==> src/rtl/rr_grant_sched.sv <==
// Round-robin grant scheduler for 4 requesters with bounded hold and early release.
// Latency: REQ to GNT is 1 cycle; one mandatory dead cycle between consecutive grants.
// Backpressure: none; a requester stalls only by waiting for its grant or dropping REQ.
module rr_grant_sched #(
  parameter int HOLD_CYCLES = 4
) (
  input  logic       clk,
  input  logic       rst,
  input  logic [3:0] REQ,
  input  logic       DONE,
  output logic [3:0] GNT,
  output logic [1:0] GIDX,
  output logic       GVALID,
  output logic [9:0] CNT_DEC
);

  typedef enum logic [1:0] {IDLE, GRANT, RELEASE} state_t;

  state_t     state;
  logic [1:0] ptr;
  logic [3:0] timer;
  logic [3:0] cnt;

  logic       win_vld;
  logic [1:0] win_idx;
  logic [1:0] cand;
  logic       leave;
  logic [3:0] cnt_nxt;

  // Search starts at ptr and wraps; first requester found wins.
  always_comb begin
    win_vld = 1'b0;
    win_idx = ptr;
    cand    = ptr;
    for (int k = 0; k < 4; k++) begin
      cand = ptr + 2'(k);
      if (!win_vld && REQ[cand]) begin
        win_vld = 1'b1;
        win_idx = cand;
      end
    end
  end

  always_comb begin
    leave   = DONE | ~REQ[GIDX] | (timer == 4'(HOLD_CYCLES));
    cnt_nxt = (cnt == 4'd9) ? 4'd0 : cnt + 4'd1;
  end

  assign GVALID = |GNT;

  always_ff @(posedge clk) begin
    if (rst) begin
      state   <= IDLE;
      GNT     <= 4'b0000;
      GIDX    <= 2'd0;
      ptr     <= 2'd0;
      timer   <= 4'd0;
      cnt     <= 4'd0;
      CNT_DEC <= 10'd1;
    end else begin
      case (state)
        IDLE, RELEASE: begin
          if (win_vld) begin
            GNT   <= 4'b0001 << win_idx;
            GIDX  <= win_idx;
            timer <= 4'd1;
            state <= GRANT;
          end else begin
            GNT   <= 4'b0000;
            state <= IDLE;
          end
        end
        GRANT: begin
          if (leave) begin
            GNT     <= 4'b0000;
            state   <= RELEASE;
            ptr     <= GIDX + 2'd1;
            cnt     <= cnt_nxt;
            CNT_DEC <= 10'd1 << cnt_nxt;
          end else begin
            timer <= timer + 4'd1;
          end
        end
        default: begin
          GNT   <= 4'b0000;
          state <= IDLE;
        end
      endcase
    end
  end

endmodule

==> config.mk <==
export PLATFORM = sky130hd
export DESIGN_NAME = rr_grant_sched
export DESIGN_NICKNAME = d
export VERILOG_FILES = /design/src/rtl/rr_grant_sched.sv
export SDC_FILE = /design/constraint.sdc
export NUM_CORES = 1
export LEC_CHECK = 0
export ABC_AREA = 1
export CAP_MARGIN = 20
export CORE_ASPECT_RATIO = 0.7
export CORE_MARGIN = 4
export CORE_UTILIZATION = 47
export CTS_BUF_LIST = sky130_fd_sc_hd__clkbuf_8
export CTS_CLUSTER_SIZE = 12
export DETAILED_ROUTE_END_ITERATION = 8
export GPL_TIMING_DRIVEN = 0
export PLACE_DENSITY = 0.79
export SYNTH_ARGS = -nofsm -noshare
export SYNTH_HDL_FRONTEND = slang
export SYNTH_SLANG_ARGS = --single-unit
==> constraint.sdc <==
create_clock -name clk -period 3.2 [get_ports clk]
set_input_delay 0.32 -clock clk [delete_from_list [all_inputs] [get_ports clk]]
set_output_delay 0.32 -clock clk [all_outputs]
set_load 0.01 [all_outputs]
==> impl_metrics.ini, run 1 <==
[cells_and_area]
syn_to_final_growth_pct = 20.5
layout-drive-gt1-share_pct = 14.1
n_antenna_cell = 0
postLayoutCellArea_um2 = 2020
fillers = 324
num-nets-final = 286

[cts]
hold_buffers = 0
cts_root_buffer = clkbuf_8
postCtsSetupRepairBufs = 0
clock_latency_ns = 0.27
clkTransAtPathRegs_ns = 0.09
cts_tree = built
cts_max_level = 1
cts_buffers = 3
clkSinkCount = 28
ctsResizeCount = 0
clk_path_buf_depth = 2

[sta]
tightest_slew_ns = 0.547
setup_tns_ns = 0
max_slew_margin_pct = 63.5
post-route-min-period_ns = 1.93
setup-violations-final = 0
slew_viol_final = 0
skew_ns = 0.00260
fmax_mhz = 519
period_share_pct = 60.2
rsz0062_at_grt = false
setup_ws_ns = 1.27
finalHoldViolations = 0

[floorplanning]
chipWidth_um = 79.5
dieArea_um2 = 4610
pin_count = 24
coreArea_um2 = 3300
rows = 17
start_util_pct = 51.0
die_y_um = 58.0

[routing]
routed.top_layer = met4
wl_met2_um = 1620
met1_length_um = 2030
antenna_left = 0
dr.pass1.iters = 4
drc = 0
wl_um = 4010
vias = 1683
drt_iter0_drc = 147
viasPerCell = 5.21
met3_length_um = 351
wl_per_cell_um = 12.4

[global_routing]
antenna_found_initial = 0
grt_start_max_net_pins = 16
overflow = 0
grtUsageTotal_pct = 18.3
grt_pass1_vias = 1416
grt_pass1_wl_um = 6760

[flow_run]
maxCapViolCount = 0

[worst_hold_path]
hp-start = CNT_DEC[6]
min_path_type = register to register

[power_and_ir_drop]
vdd_drop_max_mv = 0.351
powerDensity_nw_per_um2 = 791
p_leak_uw = 0.000850

[logic_synthesis]
yosys-top-cells-area = dfxtp_1, nand2_1, nand3_1
synth.largest_area_cell = dfxtp_1
syn-cell-area_um2 = 1680
synth_area_per_cell_um2 = 6.75
syn_nets = 258
synth_seq_area_share_pct = 33.4
ys_warn_count = 0
syn_inst = 249
synth_seq_cells = 28
netlist-cell-type-count = 30
synth_top_area_share_pct = 33.4

[worst_setup_path]
startpoint = GNT[3]
crit_required_ns = 2.88
cp_max_fo = 3
start_kind = register
critPathKind = register to output port
end_kind = output port
reg2reg_from = timer[0]
arrival_ns = 1.61

[placed_design]
dp_hpwl_um = 3110
post-place-ws_ns = 1.17
routabilityCongestion = 0.822
placed_cell_area_um2 = 1970
io_buffers = 23

[status]
status = finished, final reports clean
[cells in the mapped netlist, drive strengths merged]
cell / number
a211oi: 1
a21oi: 25
buf: 5
clkbuf: 2
clkinv: 2
dfxtp: 28
ha: 2
inv: 24
nand2: 92
nand3: 33
nand4: 4
nor2: 15
nor3: 1
o211ai: 1
o21ai: 11
or4: 1
xor2: 2
[path summary, 6_finish.rpt]
check	cells past startpoint	end	slack [ns]
max	2	GVALID	1.27
min	2	CNT_DEC[6]	0.47
max reg2reg	10	CNT_DEC[5]	1.44
min reg2reg	2	CNT_DEC[6]	0.47
[state kept, by name (all words and copies together) (netlist names)]
register  flops
ptr           2
GIDX          2
timer         4
GNT           4
state         2
cnt           4
CNT_DEC      10
[metal layers]
metal  vias up  track usage, %
li1        865               -
met1       758            29.2
met2        58            24.5
met3         2            4.35
met4         0            3.19
met5         -               0
[critical path, stage by stage, from the launching register on]
cell and delay [ns]:
dfxtp_1 0.33, or4_1 0.52, clkdlybuf4s50_1 0.50
[cells in the final DEF (no fill, tap or decap), drive strengths merged]
| master | count |
|---|---|
| clkbuf | 6 |
| a211oi | 1 |
| buf | 5 |
| nand3 | 33 |
| clkdlybuf4s50 | 23 |
| nor3 | 1 |
| xor2 | 2 |
| o211ai | 1 |
| o21ai | 11 |
| clkinv | 2 |
| or4 | 1 |
| a21oi | 25 |
| nand2 | 92 |
| nor2 | 15 |
| nand4 | 4 |
| ha | 2 |
| inv | 24 |
| dfxtp | 28 |
[cells by family (layout without fill, tap and decap cells)]
kind of cell | after synthesis | in the layout | synth area share (%)
DFF | 28 | 28 | 33.4
AOI/OAI and AO/OA | 38 | 38 | 12.5
buffers and inverters | 33 | 60 | 9.08
adders and majority gates | 2 | 2 | 1.49
xor gates and xnor gates | 2 | 2 | 1.04
and+or+nand+nor | 146 | 146 | 42.5
[where the power goes]
group          switching [µW]  internal, µW  leakage (µW)  total, µW
sequential               66.4           419      0.000229        486
combinational             570           331      0.000592        900
clock                     106           110     0.0000288        216
[per-stage QoR]
step	cells	power [µW]	utilization, %	hold WS [ns]
floorplan	249	1130	-	0.458
finish	323	1600	61.4	0.469
CTS	323	1600	61.4	0.468
detailed placement	319	1390	59.7	0.454
global placement	319	1360	59.7	0.455
global route	323	1740	61.4	0.497
[cell type report]
cell class | count | area (µm²) | area share (%)
Clock buffer | 4 | 55.1 | 2.72
Sequential cell | 28 | 561 | 27.7
Timing Repair Buffer | 23 | 230 | 11.4
Multi-Input combinational cell | 188 | 967 | 47.8
Tap cell | 47 | 58.8 | 2.90
Buffer | 7 | 47.5 | 2.35
Inverter | 26 | 105 | 5.19
(Power assumes the default switching activity.)
==> run 2, diff against run 1 <==
--- a/config.mk
+++ b/config.mk
@@ -14,7 +14,7 @@
 export CTS_CLUSTER_SIZE = 12
 export DETAILED_ROUTE_END_ITERATION = 8
 export GPL_TIMING_DRIVEN = 0
-export PLACE_DENSITY = 0.79
+export PLACE_DENSITY = 0.82
 export SYNTH_ARGS = -nofsm -noshare
 export SYNTH_HDL_FRONTEND = slang
 export SYNTH_SLANG_ARGS = --single-unit
==> constraint.sdc (replaced) <==
create_clock -name clk -period 1.6 [get_ports clk]
set_input_delay 0.16 -clock clk [delete_from_list [all_inputs] [get_ports clk]]
set_output_delay 0.16 -clock clk [all_outputs]
set_load 0.01 [all_outputs]
==> impl_metrics.ini, run 2 (synthesis gave the netlist of run 1 again) <==
[status]
status = complete, but fails checks
violations = setup timing

[routing]
drt_iter0_drc = 230
viasPerCell = 5.49
vias = 1901
wl_um = 5020
antenna_left = 0
wl_per_cell_um = 14.5
drc = 0
dr.pass1.iters = 4

[cells_and_area]
final_common_cell = nand2_1
n_antenna_cell = 0
num-nets-final = 310
layout-drive-gt1-share_pct = 31.8
syn_to_final_growth_pct = 42.8
fillers = 238
final_cell_mix = nand2_1, nand3_1, dfxtp_1, clkdlybuf4s50_1
postLayoutCellArea_um2 = 2400
largest-register = CNT_DEC
largest_reg_flops = 10

[power_and_ir_drop]
p_leak_uw = 0.00102
power_switching_uw = 1830
power_frac_comb_pct = 65.9
powerDensity_nw_per_um2 = 1670
intPower_uw = 2160
vdd_drop_max_mv = 1.04
clkPwrFrac_pct = 9.2
switching_share_pct = 45.9
p_seq_share_pct = 24.9

[placed_design]
routabilityCongestion = 0.885
io_buffers = 23
placed_cell_area_um2 = 1970
dp_hpwl_um = 3000

[cts]
cts_tree = built
clkTransAtPathRegs_ns = 0.09
cts_max_level = 1
clk_path_buf_depth = 2
clkSinkCount = 28
clock_latency_ns = 0.27
cts_root_buffer = clkbuf_8
hold_buffers = 0
cts_buffers = 3

[sta]
post-route-min-period_ns = 1.73
fmax_mhz = 579
finalHoldViolations = 0
rsz0062_at_grt = true
tightest_slew_ns = 0.570
skew_ns = 0.00344
setup_tns_ns = -0.895
setup-violations-final = 13
setup_ws_ns = -0.128
max_slew_margin_pct = 62.0
period_share_pct = 108
slew_viol_final = 0
fin_hold_ws_ns = 0.466

[floorplanning]
pin_count = 24
die_y_um = 58.0
start_util_pct = 51.0
chipWidth_um = 79.5
dieArea_um2 = 4610
rows = 17
coreArea_um2 = 3300

[worst_setup_path]
crit_required_ns = 1.76
critPathKind = register to register
end_kind = register
start_kind = register
arrival_ns = 1.89
r2r-end = GIDX[0]
reg2reg_from = ptr[0]
cp_max_fo = 7
rr_worst_depth = 13
worst-r2r-setup-slack_ns = -0.13

[global_routing]
overflow = 0
antenna_found_initial = 0
grt_start_max_net_pins = 15
grtUsageTotal_pct = 17.6
grt_pass1_wl_um = 6600
grt_pass1_vias = 1452

[worst_hold_path]
min_path_type = register to register
whs_endpoint = CNT_DEC[6]
hp-start = CNT_DEC[6]
hold_depth = 2

[flow_run]
maxCapViolCount = 0
## run 2: final cells by class
| type | instances | area (µm²) | share of cell area, % |
|---|---|---|---|
| Sequential cell | 28 | 569 | 23.7 |
| Buffer | 7 | 71.3 | 2.97 |
| Inverter | 26 | 118 | 4.90 |
| Clock buffer | 3 | 41.3 | 1.72 |
| Tap cell | 47 | 58.8 | 2.45 |
| Timing Repair Buffer | 47 | 453 | 18.9 |
| Multi-Input combinational cell | 188 | 1090 | 45.4 |
## run 2: per-layer routing
metal  part of all wire, %  GRT usage [%]  up-vias  routed length, µm
met2                    45           25.3       73               2260
li1                      -              -      913                  -
met4                   1.6           2.21        0                 81
met1                    45           26.7      903               2280
met3                   8.0           4.66       12                401
met5                     0              0        -                  0
## run 2: worst max path at each step
| stage | startpoint | end | slack, ns | cells past startpoint |
|---|---|---|---|---|
| floorplan | ptr[1] | timer[3] | 0.15 | 13 |
| global placement | REQ[2] | cnt[1] | -0.21 | 8 |
| detailed placement | REQ[2] | cnt[3] | -0.22 | 8 |
| CTS | ptr[0] | timer[1] | 0.008 | 11 |
| global route | ptr[0] | GNT[2] | -0.20 | 13 |
| finish | ptr[0] | GIDX[0] | -0.13 | 13 |
## run 2: metrics by stage
stage	util, %	power [µW]	setup slack (ns)	instances
after CTS	62.2	3170	0.00843	325
after global routing	72.8	4240	-0.203	346
after detailed placement	59.7	2740	-0.217	319
final	72.8	4000	-0.128	346
after global placement	59.7	2710	-0.213	319
after floorplan	-	2250	0.152	249
## run 2: critical path, stage by stage (launching register included)
cell     delay (ns)
dfxtp_4        0.41
inv_4          0.07
buf_6          0.14
nand2_2        0.07
nand3_2        0.08
nand2_4        0.14
nand2_2        0.11
nand2_1        0.09
nand2_1        0.07
nand2_2        0.07
nand2_2        0.06
nor2_4         0.12
buf_4          0.13
nor2_1         0.04
## run 2: power groups by stage
stage               sequential (µW)  clock [µW]  combinational, µW
floorplan                       991           0               1260
global placement                976           0               1730
detailed placement              980           0               1760
CTS                             965         376               1830
global route                   1010         412               2820
finish                          994         368               2630
## run 2: repair_timing
action / 4_1_cts / 5_1_grt
gates resized for setup: 10 / 51
pin swaps: 2 / 20
gates cloned: 0 / 2
endpoints found under the setup margin: 26 / 28
buffers inserted: 3 / 19
